**src/rtl/ring_phase_monitor.sv**
```systemverilog
// ring_phase_monitor
//   Watches the output of a one-hot ring counter. The pattern is registered
//   twice (q_r, q_p), and each cycle the monitor checks that q_r is one-hot and
//   that it either advanced one position in direction DIR or held still. After
//   LOCK_CNT consecutive advances it declares lock. It then reports the binary
//   phase index, counts full revolutions and flags pattern faults.
//
// Parameters
//   WIDTH    ring width in bits (>= 2)
//   DIR      expected rotation: 0 = toward MSB, 1 = toward LSB
//   LOCK_CNT consecutive valid steps needed to lock (1..15)
//   REV_W    revolution counter width
//
// Ports
//   clk        rising-edge clock
//   clr        asynchronous active-low reset
//   q_in       ring counter output being monitored
//   err_clr    synchronous clear of err_sticky (a simultaneous fault wins)
//   idx        binary position of the hot bit (holds while q_r is not one-hot)
//   idx_valid  idx is meaningful (locked and one-hot)
//   locked     monitor is in the LOCKED state
//   err        one-cycle pulse on a fault while locked
//   err_sticky latched fault flag
//   rev_tick   one-cycle pulse per completed revolution while locked
//   rev_cnt    revolutions since reset, wraps modulo 2**REV_W
module ring_phase_monitor #(
  parameter int WIDTH    = 4,
  parameter bit DIR      = 1'b0,
  parameter int LOCK_CNT = 4,
  parameter int REV_W    = 8,
  localparam int IW      = $clog2(WIDTH)
) (
  input  logic             clk,
  input  logic             clr,
  input  logic [WIDTH-1:0] q_in,
  input  logic             err_clr,
  output logic [IW-1:0]    idx,
  output logic             idx_valid,
  output logic             locked,
  output logic             err,
  output logic             err_sticky,
  output logic             rev_tick,
  output logic [REV_W-1:0] rev_cnt
);

  typedef enum logic {
    SEARCH = 1'b0,
    LOCKED = 1'b1
  } state_t;

  state_t           state;
  state_t           state_nxt;
  logic [3:0]       run;
  logic [3:0]       run_nxt;
  logic [WIDTH-1:0] q_r;
  logic [WIDTH-1:0] q_p;
  logic [WIDTH-1:0] nxt;
  logic [IW-1:0]    enc;
  logic             onehot;
  logic             step_ok;
  logic             hold_ok;
  logic             bad;
  logic             err_set;
  logic             tick;

  // Exactly one bit set: non-zero and clearing the lowest set bit leaves zero.
  assign onehot = (q_r != '0) && ((q_r & (q_r - WIDTH'(1))) == '0);

  // Where the previous pattern should have moved to.
  always_comb begin
    if (DIR) nxt = {q_p[0], q_p[WIDTH-1:1]};
    else     nxt = {q_p[WIDTH-2:0], q_p[WIDTH-1]};
  end

  // With q_p = 0 (first sample after reset) nxt is 0, so step_ok cannot hold.
  assign step_ok = onehot && (q_r == nxt);
  assign hold_ok = onehot && (q_r == q_p);
  assign bad     = !step_ok && !hold_ok;

  // Priority encoder; only consumed when q_r is one-hot.
  always_comb begin
    enc = '0;
    for (int i = 0; i < WIDTH; i++) begin
      if (q_r[i]) enc = IW'(i);
    end
  end

  // NOTE: every signal assigned in this block gets a default first, so no path
  // leaves one unassigned and no latch is inferred.
  always_comb begin
    state_nxt = state;
    run_nxt   = run;
    err_set   = 1'b0;
    tick      = 1'b0;
    unique case (state)
      SEARCH: begin
        if (step_ok) begin
          if (run == 4'(LOCK_CNT - 1)) begin
            state_nxt = LOCKED;
            run_nxt   = '0;
          end else begin
            run_nxt = run + 4'd1;
          end
        end else if (bad) begin
          run_nxt = '0;
        end
      end
      LOCKED: begin
        if (bad) begin
          state_nxt = SEARCH;
          run_nxt   = '0;
          err_set   = 1'b1;
        end else if (step_ok && q_r[0]) begin
          // Only counted while already locked, so the locking step never ticks.
          tick = 1'b1;
        end
      end
      default: state_nxt = SEARCH;
    endcase
  end

  // NOTE: state is updated with non-blocking assignments so every register
  // samples the pre-edge values, independent of statement order.
  always_ff @(posedge clk or negedge clr) begin
    if (!clr) begin
      q_r        <= '0;
      q_p        <= '0;
      state      <= SEARCH;
      run        <= '0;
      idx        <= '0;
      idx_valid  <= 1'b0;
      locked     <= 1'b0;
      err        <= 1'b0;
      err_sticky <= 1'b0;
      rev_tick   <= 1'b0;
      rev_cnt    <= '0;
    end else begin
      q_r       <= q_in;
      q_p       <= q_r;
      state     <= state_nxt;
      run       <= run_nxt;
      locked    <= (state_nxt == LOCKED);
      idx_valid <= onehot && (state_nxt == LOCKED);
      err       <= err_set;
      rev_tick  <= tick;
      if (onehot) idx <= enc;
      if (tick)   rev_cnt <= rev_cnt + REV_W'(1);
      // A new fault takes priority over a simultaneous clear request.
      if (err_set)      err_sticky <= 1'b1;
      else if (err_clr) err_sticky <= 1'b0;
    end
  end

endmodule

```
**config.mk**
```make
export PLATFORM = sky130hd
export DESIGN_NAME = ring_phase_monitor
export DESIGN_NICKNAME = d
export VERILOG_FILES = /design/src/rtl/ring_phase_monitor.sv
export SDC_FILE = /design/constraint.sdc
export NUM_CORES = 1
export LEC_CHECK = 0
export CORE_MARGIN = 5
export CORE_UTILIZATION = 56
export DETAILED_ROUTE_END_ITERATION = 8
export DONT_BUFFER_PORTS = 1
export MAX_ROUTING_LAYER = met4
export PLACE_DENSITY = 0.71
export SLEW_MARGIN = 20
export SYNTH_ARGS = -nofsm -noshare
export SYNTH_HDL_FRONTEND = slang
export SYNTH_SLANG_ARGS = --single-unit
```
**constraint.sdc**
```tcl
create_clock -name clk -period 4.85 [get_ports clk]
set_input_delay 0.485 -clock clk [delete_from_list [all_inputs] [get_ports clk]]
set_output_delay 0.485 -clock clk [all_outputs]
set_load 0.03 [all_outputs]
```
==> results.md, run 1 <==
Synthesis:
- The share of the synthesized area in the top cell type is 49.27%.
- The number of nets produced by synthesis is about 120.
- By area, the combinational part of the netlist is dominated by simple AND/OR/NAND/NOR gates.
- Ranked by instance count, the synthesized netlist is headed by 27 x sky130_fd_sc_hd__dfrtp_1, 8 x sky130_fd_sc_hd__xor2_1, 7 x sky130_fd_sc_hd__xnor2_1.
- The cell taking the most area after synthesis is sky130_fd_sc_hd__dfrtp_1.
- After Yosys synthesis, full adders, half adders and majority gates account for 1.825% of the synthesized area.
- The post-synthesis cell count is around 110.
- The synthesized netlist occupies a cell area of ~1400 µm².
- The most frequent cell after synthesis is sky130_fd_sc_hd__dfrtp_1.
- Summing the areas of all compound-gate instances in the mapped netlist gives roughly 10% of the synthesized area.
- Dividing the synthesized area by the synthesized cell count gives ~13 µm².
- The simple-gate share of the synthesized area is between 20% and 30%.
- The synthesized netlist devotes 10.77% of its cell area to XOR and XNOR gates.
- By area the synthesized netlist is led by sky130_fd_sc_hd__dfrtp_1 49%, sky130_fd_sc_hd__xor2_1 5.1%, sky130_fd_sc_hd__buf_6 4.9%.
- For this run, asynchronously set or reset flops after synthesis account for 100.0%.
- For this run, the number of Yosys warnings is 0.
- The post-synthesis mux area share is less than 1%.
- The sequential element share of the synthesized area is about half.
- Among all flip-flop cells after synthesis, the most frequent one is sky130_fd_sc_hd__dfrtp_1.
- Synthesis inferred 27 register bits.
- The number of distinct library cells after synthesis is 38.
- The number of flops mapped to enable cells by yosys is 0.

Clock network:
- The count of buffers added by post-CTS timing repair for setup is 0.
- The total CTS buffers is 3.
- Clock-pin slew was measured on the worst setup and hold paths at between 100 and 150 ps.
- Counting every sink on the clock net gives 27.
- The cell chosen for the clock root is sky130_fd_sc_hd__clkbuf_4.
- In this run the number of H-tree levels came out at 1.
- In this run, post-CTS hold repair placed 2 buffers.
- Clock latency on the worst-skew pair, taken at its later pin, is 310 ps.
- In this run, post-CTS repair resized a total of 0 instances.
- TritonCTS built the clock tree.
- The buffer depth of the longest clock path is 2.

Critical path:
- The worst path arrival time is 2380 ps.
- The setup path with the least slack is of type reg -> reg.
- In this run the worst path has a maximum fanout of 15.
- The endpoint kind of the worst setup timing path is a register.
- The required time at the worst-slack endpoint is 5070 ps.
- The startpoint type of the worst setup path is a register.

Pwr:
- For this design the total switching power over the nets is between 90 and 100 µW.
- The internal cell power is approximately 280 µW.
- In this run, the clock network consumes around 25% of the power.
- Net switching is 26.05% of the power.
- The reported leakage power is 0.0006575 µW.
- The worst ir drop on vdd is approximately 0.22 mV.
- Dividing total power by cell area gives a power density of approximately 270 nW/µm².
- The share of total power in combinational logic is 9.3%.
- The sequential cell fraction of total power is between 60% and 70%.

STA:
- Between clock sinks in the finished design, the worst skew comes to 1.053 ps.
- Setup repair after global routing left no endpoint under its margin.
- Setup violations remaining at the end of the flow were counted as 0.
- The final count of pins violating max slew is 0.
- The worst path uses 44.64% of the clock period.
- The slew of the pin with the lowest slew margin is 860.8 ps.
- The aggregate negative setup slack is 0 ps.
- The tightest slew margin relative to the limit is a little over two fifths.
- The hold violation count in the final report is 0.
- Hold is met by ~180 ps.
- The fmax is between 400 and 500 MHz.
- The routed design could run at a clock period as short as 2165 ps.

Floorplan:
- During I/O placement, the number of pins put on the boundary was 22.
- The area of the die is ~3500 µm².
- The floorplan has 18 rows.
- The effective utilization at floorplan is between 50% and 60%.
- The chip width is between 50 and 60 µm.
- The core footprint is between 2000 and 2500 µm².
- From bottom edge to top edge, the die measures approximately 60 µm.

Drt:
- The routed wire length per instance is around 16 µm.
- For this block, the via count after detailed routing is about 830.
- The detailed-routing iteration count for the pre-antenna-repair pass is 4.
- After detailed routing, the number of remaining DRC violations is 0.
- After detailed routing, the total wire length is ~2.2 mm.
- The number of DRC markers in iteration 0 is 32.
- The final antenna-violating net count is 0.
- The routed via count divided by cell count is approximately 6.1.

GRT:
- The initial antenna violation count is 0.
- In the global route stage, overall resource usage came out at between 10% and 20%.
- After global routing the overflow that remains totals 0.
- The via count of the first global-routing pass is approximately 800.
- The maximum number of pins on one net before global-route repair is 28.
- The first global-routing pass estimated roughly 3.8 mm of wire.

Place:
- After detailed placement, the design holds a cell count of between 100 and 150.
- In this run the tool buffered the top-level ports with 0 buffer cells.
- The final weighted congestion in routability-driven placement is roughly 0.74.
- The total half-perimeter wirelength after legalization and detailed placement is between 1.5 and 2 mm.

Cells and area:
- Relative to the synthesized area, the layout overhead comes to 1.643%.
- For this run, the post-layout net count is about 120.
- The fraction of final layout cells sized beyond drive strength 1 is around 16%.
- For this run, the number of standard cells in the final layout without fillers is about 140.
- The final core area utilization is a little under 60%.
- The number of inserted diodes is 0.

Min path:
- The path type of the worst min-delay path is in -> reg.

Run:
- The max capacitance violation total is 0.

Status:
- The flow ran to the end, and the final reports show no timing, DRC or antenna violations.
-- cell families after synthesis --
kind of cell    after synthesis
mux                           1
buf+inv                       9
compound gates               17
simple gates                 35
fa+ha+maj                     2
xor+xnor                     16
flops                        27
-- power groups by stage --
| stage | Combinational [µW] | Clock (µW) | Sequential, µW |
|---|---|---|---|
| 2_1_floorplan | 35.3 | 0 | 246 |
| 3_3_place_gp | 27.8 | 0 | 252 |
| 3_5_place_dp | 28.5 | 0 | 252 |
| 4_1_cts | 35.4 | 97.5 | 248 |
| 5_1_grt | 38.8 | 106 | 249 |
| 6_report | 34.8 | 93.0 | 248 |
-- worst max-delay path: stages, from the launching register on --
cell	delay [ps]
sky130_fd_sc_hd__dfrtp_1	610
sky130_fd_sc_hd__xor2_1	190
sky130_fd_sc_hd__a211oi_4	780
sky130_fd_sc_hd__a21oi_2	180
sky130_fd_sc_hd__a22o_1	290
-- final timing paths --
kind                          from  slack [ps]         to  cells after the start
min in group asynchronous      clr         580   rev_tick                      2
max reg2reg                 q_r[3]        2680  idx_valid                      4
min                        q_in[3]         180     q_r[3]                      0
max                         q_r[3]        2680  idx_valid                      4
max in group asynchronous      clr        4130     run[0]                      2
min reg2reg                 run[1]         560     run[1]                      1
-- cells in the final DEF, fill, tap and decap left out, types with 3 or more instances in the layout --
| cell | count |
|---|---|
| sky130_fd_sc_hd__dfrtp_1 | 27 |
| sky130_fd_sc_hd__xor2_1 | 8 |
| sky130_fd_sc_hd__xnor2_1 | 7 |
| sky130_fd_sc_hd__nand4_1 | 5 |
| sky130_fd_sc_hd__nor2_1 | 4 |
| sky130_fd_sc_hd__nand2_1 | 4 |
| sky130_fd_sc_hd__nor4b_1 | 3 |
| sky130_fd_sc_hd__nor4_4 | 3 |
| sky130_fd_sc_hd__nand3_1 | 3 |
| sky130_fd_sc_hd__clkbuf_4 | 3 |
-- metrics by stage --
step | cell area (µm²) | power [µW] | setup slack [ps]
2_1_floorplan | 1371 | 281.4 | 3143
3_3_place_gp | 1338 | 279.7 | 2778
3_5_place_dp | 1338 | 280.9 | 2713
4_1_cts | 1394 | 380.9 | 2690
5_1_grt | 1394 | 394.7 | 2531
6_report | 1394 | 375.7 | 2685
-- state kept, by name (all words and copies together) (netlist names) --
name / flops
rev_cnt: 8
state: 1
q_r: 4
idx_valid: 1
rev_tick: 1
q_p: 4
run: 4
err: 1
err_sticky: 1
idx: 2
-- metal layers --
layer / vias to the layer above / GRT usage [%] / part of all wire [%]
met5: - / - / 0
met4: 0 / 4.854 / 0.68
met3: 2 / 4.139 / 6.4
met2: 20 / 23.24 / 49
met1: 419 / 18.07 / 44
li1: 392 / - / -
-- cell type report --
class	instances	area, µm²
flip-flops and latches	27	675.6
well taps	30	37.54
inverters	2	7.507
clock buffers	4	26.28
repair buffers	2	30.03
fillers	191	1016
multi-input cells	71	616.8
Note: power is estimated with default switching activity, not from simulation.
==> run 2, diff against run 1 <==
clock period = 2.05 ns   (was 4.85 ns; I/O delays follow)
==> run 2 against run 1 <==
Worst setup slack worse by 2600 ps. Routed wire length is 0.55% lower. Via count is 3.8% higher. Critical path type unchanged. Die area stayed put. Clock power is 140% higher. Power is 140% higher. Register-to-register slack worse by 2600 ps. Combinational power grew to 3.0 times the previous value. Core utilization is 4.3 points higher. Highest routed layer unchanged. Largest power group unchanged. Clock-buffer cell count stayed put. Maximum frequency is 12% higher. Hold slack better by 110 ps.
==> results.md, run 2 (same netlist as run 1, synthesis figures left out) <==
STA:
- For the pin with the worst max-slew slack, the measured transition is around 610 ps.
- For this run, the top clock speed supported by timing is roughly 520 MHz.
- The tightest slew margin relative to the limit is between 50% and 60%.
- Setup repair after global routing left no endpoint under its margin.
- The worst path uses between 90% and 100% of the clock period.
- Adding up every negative setup slack in the final design gives 0 ps.
- The hold violation count in the final report was 0.
- On the final layout, the worst clock skew is approximately 7.8 ps.
- After layout, the minimum clock period comes to between 1500 and 2000 ps.
- The number of setup violations in the final report is 0.
- The final count of pins violating max slew is 0.

Place:
- The total half-perimeter wirelength after legalization and detailed placement is about 1.6 mm.
- Port buffering added 0 buffers.
- Summing all placed instances gives a cell area of between 1000 and 1500 µm².
- The total placed cells including tap cells is ~140.
- The congestion estimate from routability-driven global placement came to 0.7535.

Floorplan:
- The effective utilization at floorplan is a little under three fifths.
- In this run the count of I/O pins placed on the die edge is 22.
- From left edge to right edge, the die measures around 59 µm.
- The total area inside the core boundary comes to 2410 µm².
- The height of the die is approximately 60 µm.
- The area of the die is around 3500 µm².
- In this run the core area contains 18 standard-cell rows.

Clock network:
- The buffer depth of the longest clock path is 2.
- The clock net in this run drives a total of 27 sinks.
- Once the clock tree was built, the setup fixing pass inserted 0 buffers.
- TritonCTS built the clock tree.
- The clock input transition at the sequential cells of the worst setup and hold paths is roughly 140 ps.
- The latest clock arrival within the worst-skew pair is 320 ps.
- The post-cts gate resize count is 0.
- The number of hold buffers added after CTS is 7.
- The tree is rooted in a sky130_fd_sc_hd__clkbuf_4.
- The maximum level of the CTS H-tree is 1.
- The total CTS buffers is 3.

Pwr:
- In this run switching power makes up about a quarter of total power.
- The sequential cell fraction of total power is 64.0%.
- The clock power share is 24.6%.
- The analysis attributes to cell leakage a power of 0.0007118 µW.
- The power dissipated by switching net loads is around 240 µW.
- The share of total power in combinational logic is between 10% and 20%.
- IR analysis of the VDD net gives a maximum drop of between 0.4 and 0.5 mV.
- The internal cell power is approximately 670 µW.
- In this run the power density over the cells is a little over 600 nW/µm².

Drt:
- The first detailed-routing pass ran for 4 iterations.
- Detailed routing placed a total of approximately 1.1 mm of wire on met2.
- For this block, wires on met1 add up to ~970 µm.
- The topmost layer with routed signal wires is met4.
- In the routed layout, each cell is associated on average with a via count of about 6.
- The routed wire length per instance is 14.72 µm.
- The first routing iteration left 55 violations.
- The final antenna-violating net count is 0.
- The total met3 wirelength after detailed routing is 121 µm.
- The final routed wirelength across all metal layers is approximately 2.2 mm.
- Detailed routing inserted a total of 865 vias.
- In the routed design, unresolved DRC markers number 0.

Cells and area:
- The fraction of final layout cells sized beyond drive strength 1 is between 20% and 30%.
- Once layout is complete, the utilization of the core stands at around 62%.
- The area growth from synthesis to layout is 9.124%.
- The flip-flop count of the largest register after layout is 8.
- Ranked by flip-flop count, first place goes to rev_cnt.
- The net total in the final layout is approximately 130.
- The number of antenna diodes in the final layout is 0.
- The fill cell instance count of the final layout is 186.
- The top cell types in the final layout, fill and taps aside, are 27 x sky130_fd_sc_hd__dfrtp_1, 8 x sky130_fd_sc_hd__xor2_1, 7 x sky130_fd_sc_hd__xnor2_1, 7 x sky130_fd_sc_hd__buf_4, 6 x sky130_fd_sc_hd__dlygate4sd3_1.
- After routing the design area is 1496 µm².
- The most common cell after layout, fill and taps aside is sky130_fd_sc_hd__dfrtp_1.
- The count of cells in the finished layout, fillers not included, comes to ~150.

Critical path:
- The startpoint type of the worst setup path is a register.
- For the worst setup path, the data required time is between 2000 and 2500 ps.
- The worst setup path is captured at a register.
- The start-to-end type of the worst setup path is reg -> reg.
- Data arrives at the worst endpoint at about 2200 ps.
- Of all nets on the critical path, the largest fanout is 13.

Run:
- The max capacitance violation total is 0.

Status:
- The flow ran to the end, and the final reports show no timing, DRC or antenna violations.

GRT:
- The via count of the first global-routing pass is around 830.
- The maximum number of pins on one net before global-route repair is 28.
- Global routing consumed, over all layers together, 14.43% of the routing resources.
- The global-route wire length before repair is 3.774 mm.
- The total overflow left after global routing is 0.
- The initial antenna violation count came to 0.

Min path:
- In this run the worst hold path is classified as in -> async.
run 2: cell count changes in the layout (fill, tap and decap cells not counted), sizes merged:
cell	change
dlygate4sd3	+5
buf	+7
run 2: worst paths after layout:
| check | start | to | slack (ps) | cells after the start |
|---|---|---|---|---|
| setup / recovery | q_r[2] | run[2] | 120 | 5 |
| hold / removal | clr | rev_tick | 290 | 2 |
| setup reg to reg | q_r[2] | run[2] | 120 | 5 |
| hold reg to reg | q_r[2] | q_p[2] | 530 | 0 |
| max in group asynchronous | clr | run[1] | 1600 | 2 |
| min in group clk | q_in[0] | q_r[0] | 430 | 1 |
run 2: stage by stage:
| step | worst slack (ps) | total power, µW | hold slack (ps) |
|---|---|---|---|
| floorplan | 342.8 | 665.8 | -90.59 |
| global placement | 186.5 | 671.8 | -89.72 |
| detailed placement | 116.9 | 675.2 | -89.85 |
| CTS | 105.6 | 920.0 | 292.1 |
| global route | 26.18 | 956.8 | 289.4 |
| finish | 117.6 | 910.1 | 293.9 |
run 2: cell type report:
type / instances / area, µm² / share of cell area (%)
Multi-Input combinational cell: 71 / 616.8 / 41.22
Sequential cell: 27 / 675.6 / 45.15
Tap cell: 30 / 37.54 / 2.508
Timing Repair Buffer: 14 / 132.6 / 8.863
Inverter: 2 / 7.507 / 0.5017
Clock buffer: 4 / 26.28 / 1.756
run 2: per-layer routing:
metal	global-route usage (%)	vias up
met4	5.502	0
met5	-	-
met1	18.18	422
li1	-	413
met2	22.31	28
met3	3.486	2
run 2: power groups by stage:
stage | registers [µW] | logic (µW) | clock network (µW)
CTS | 583 | 106 | 231
global placement | 592 | 79.5 | 0
detailed placement | 593 | 82.0 | 0
global route | 586 | 114 | 257
finish | 582 | 104 | 224
floorplan | 582 | 83.5 | 0
run 2: worst max-delay path, stage by stage (launching register included):
cell and delay (ps):
sky130_fd_sc_hd__dfrtp_1 470, sky130_fd_sc_hd__buf_4 180, sky130_fd_sc_hd__nor4b_2 360, sky130_fd_sc_hd__a211oi_4 150
sky130_fd_sc_hd__or4_1 540, sky130_fd_sc_hd__o211a_1 140
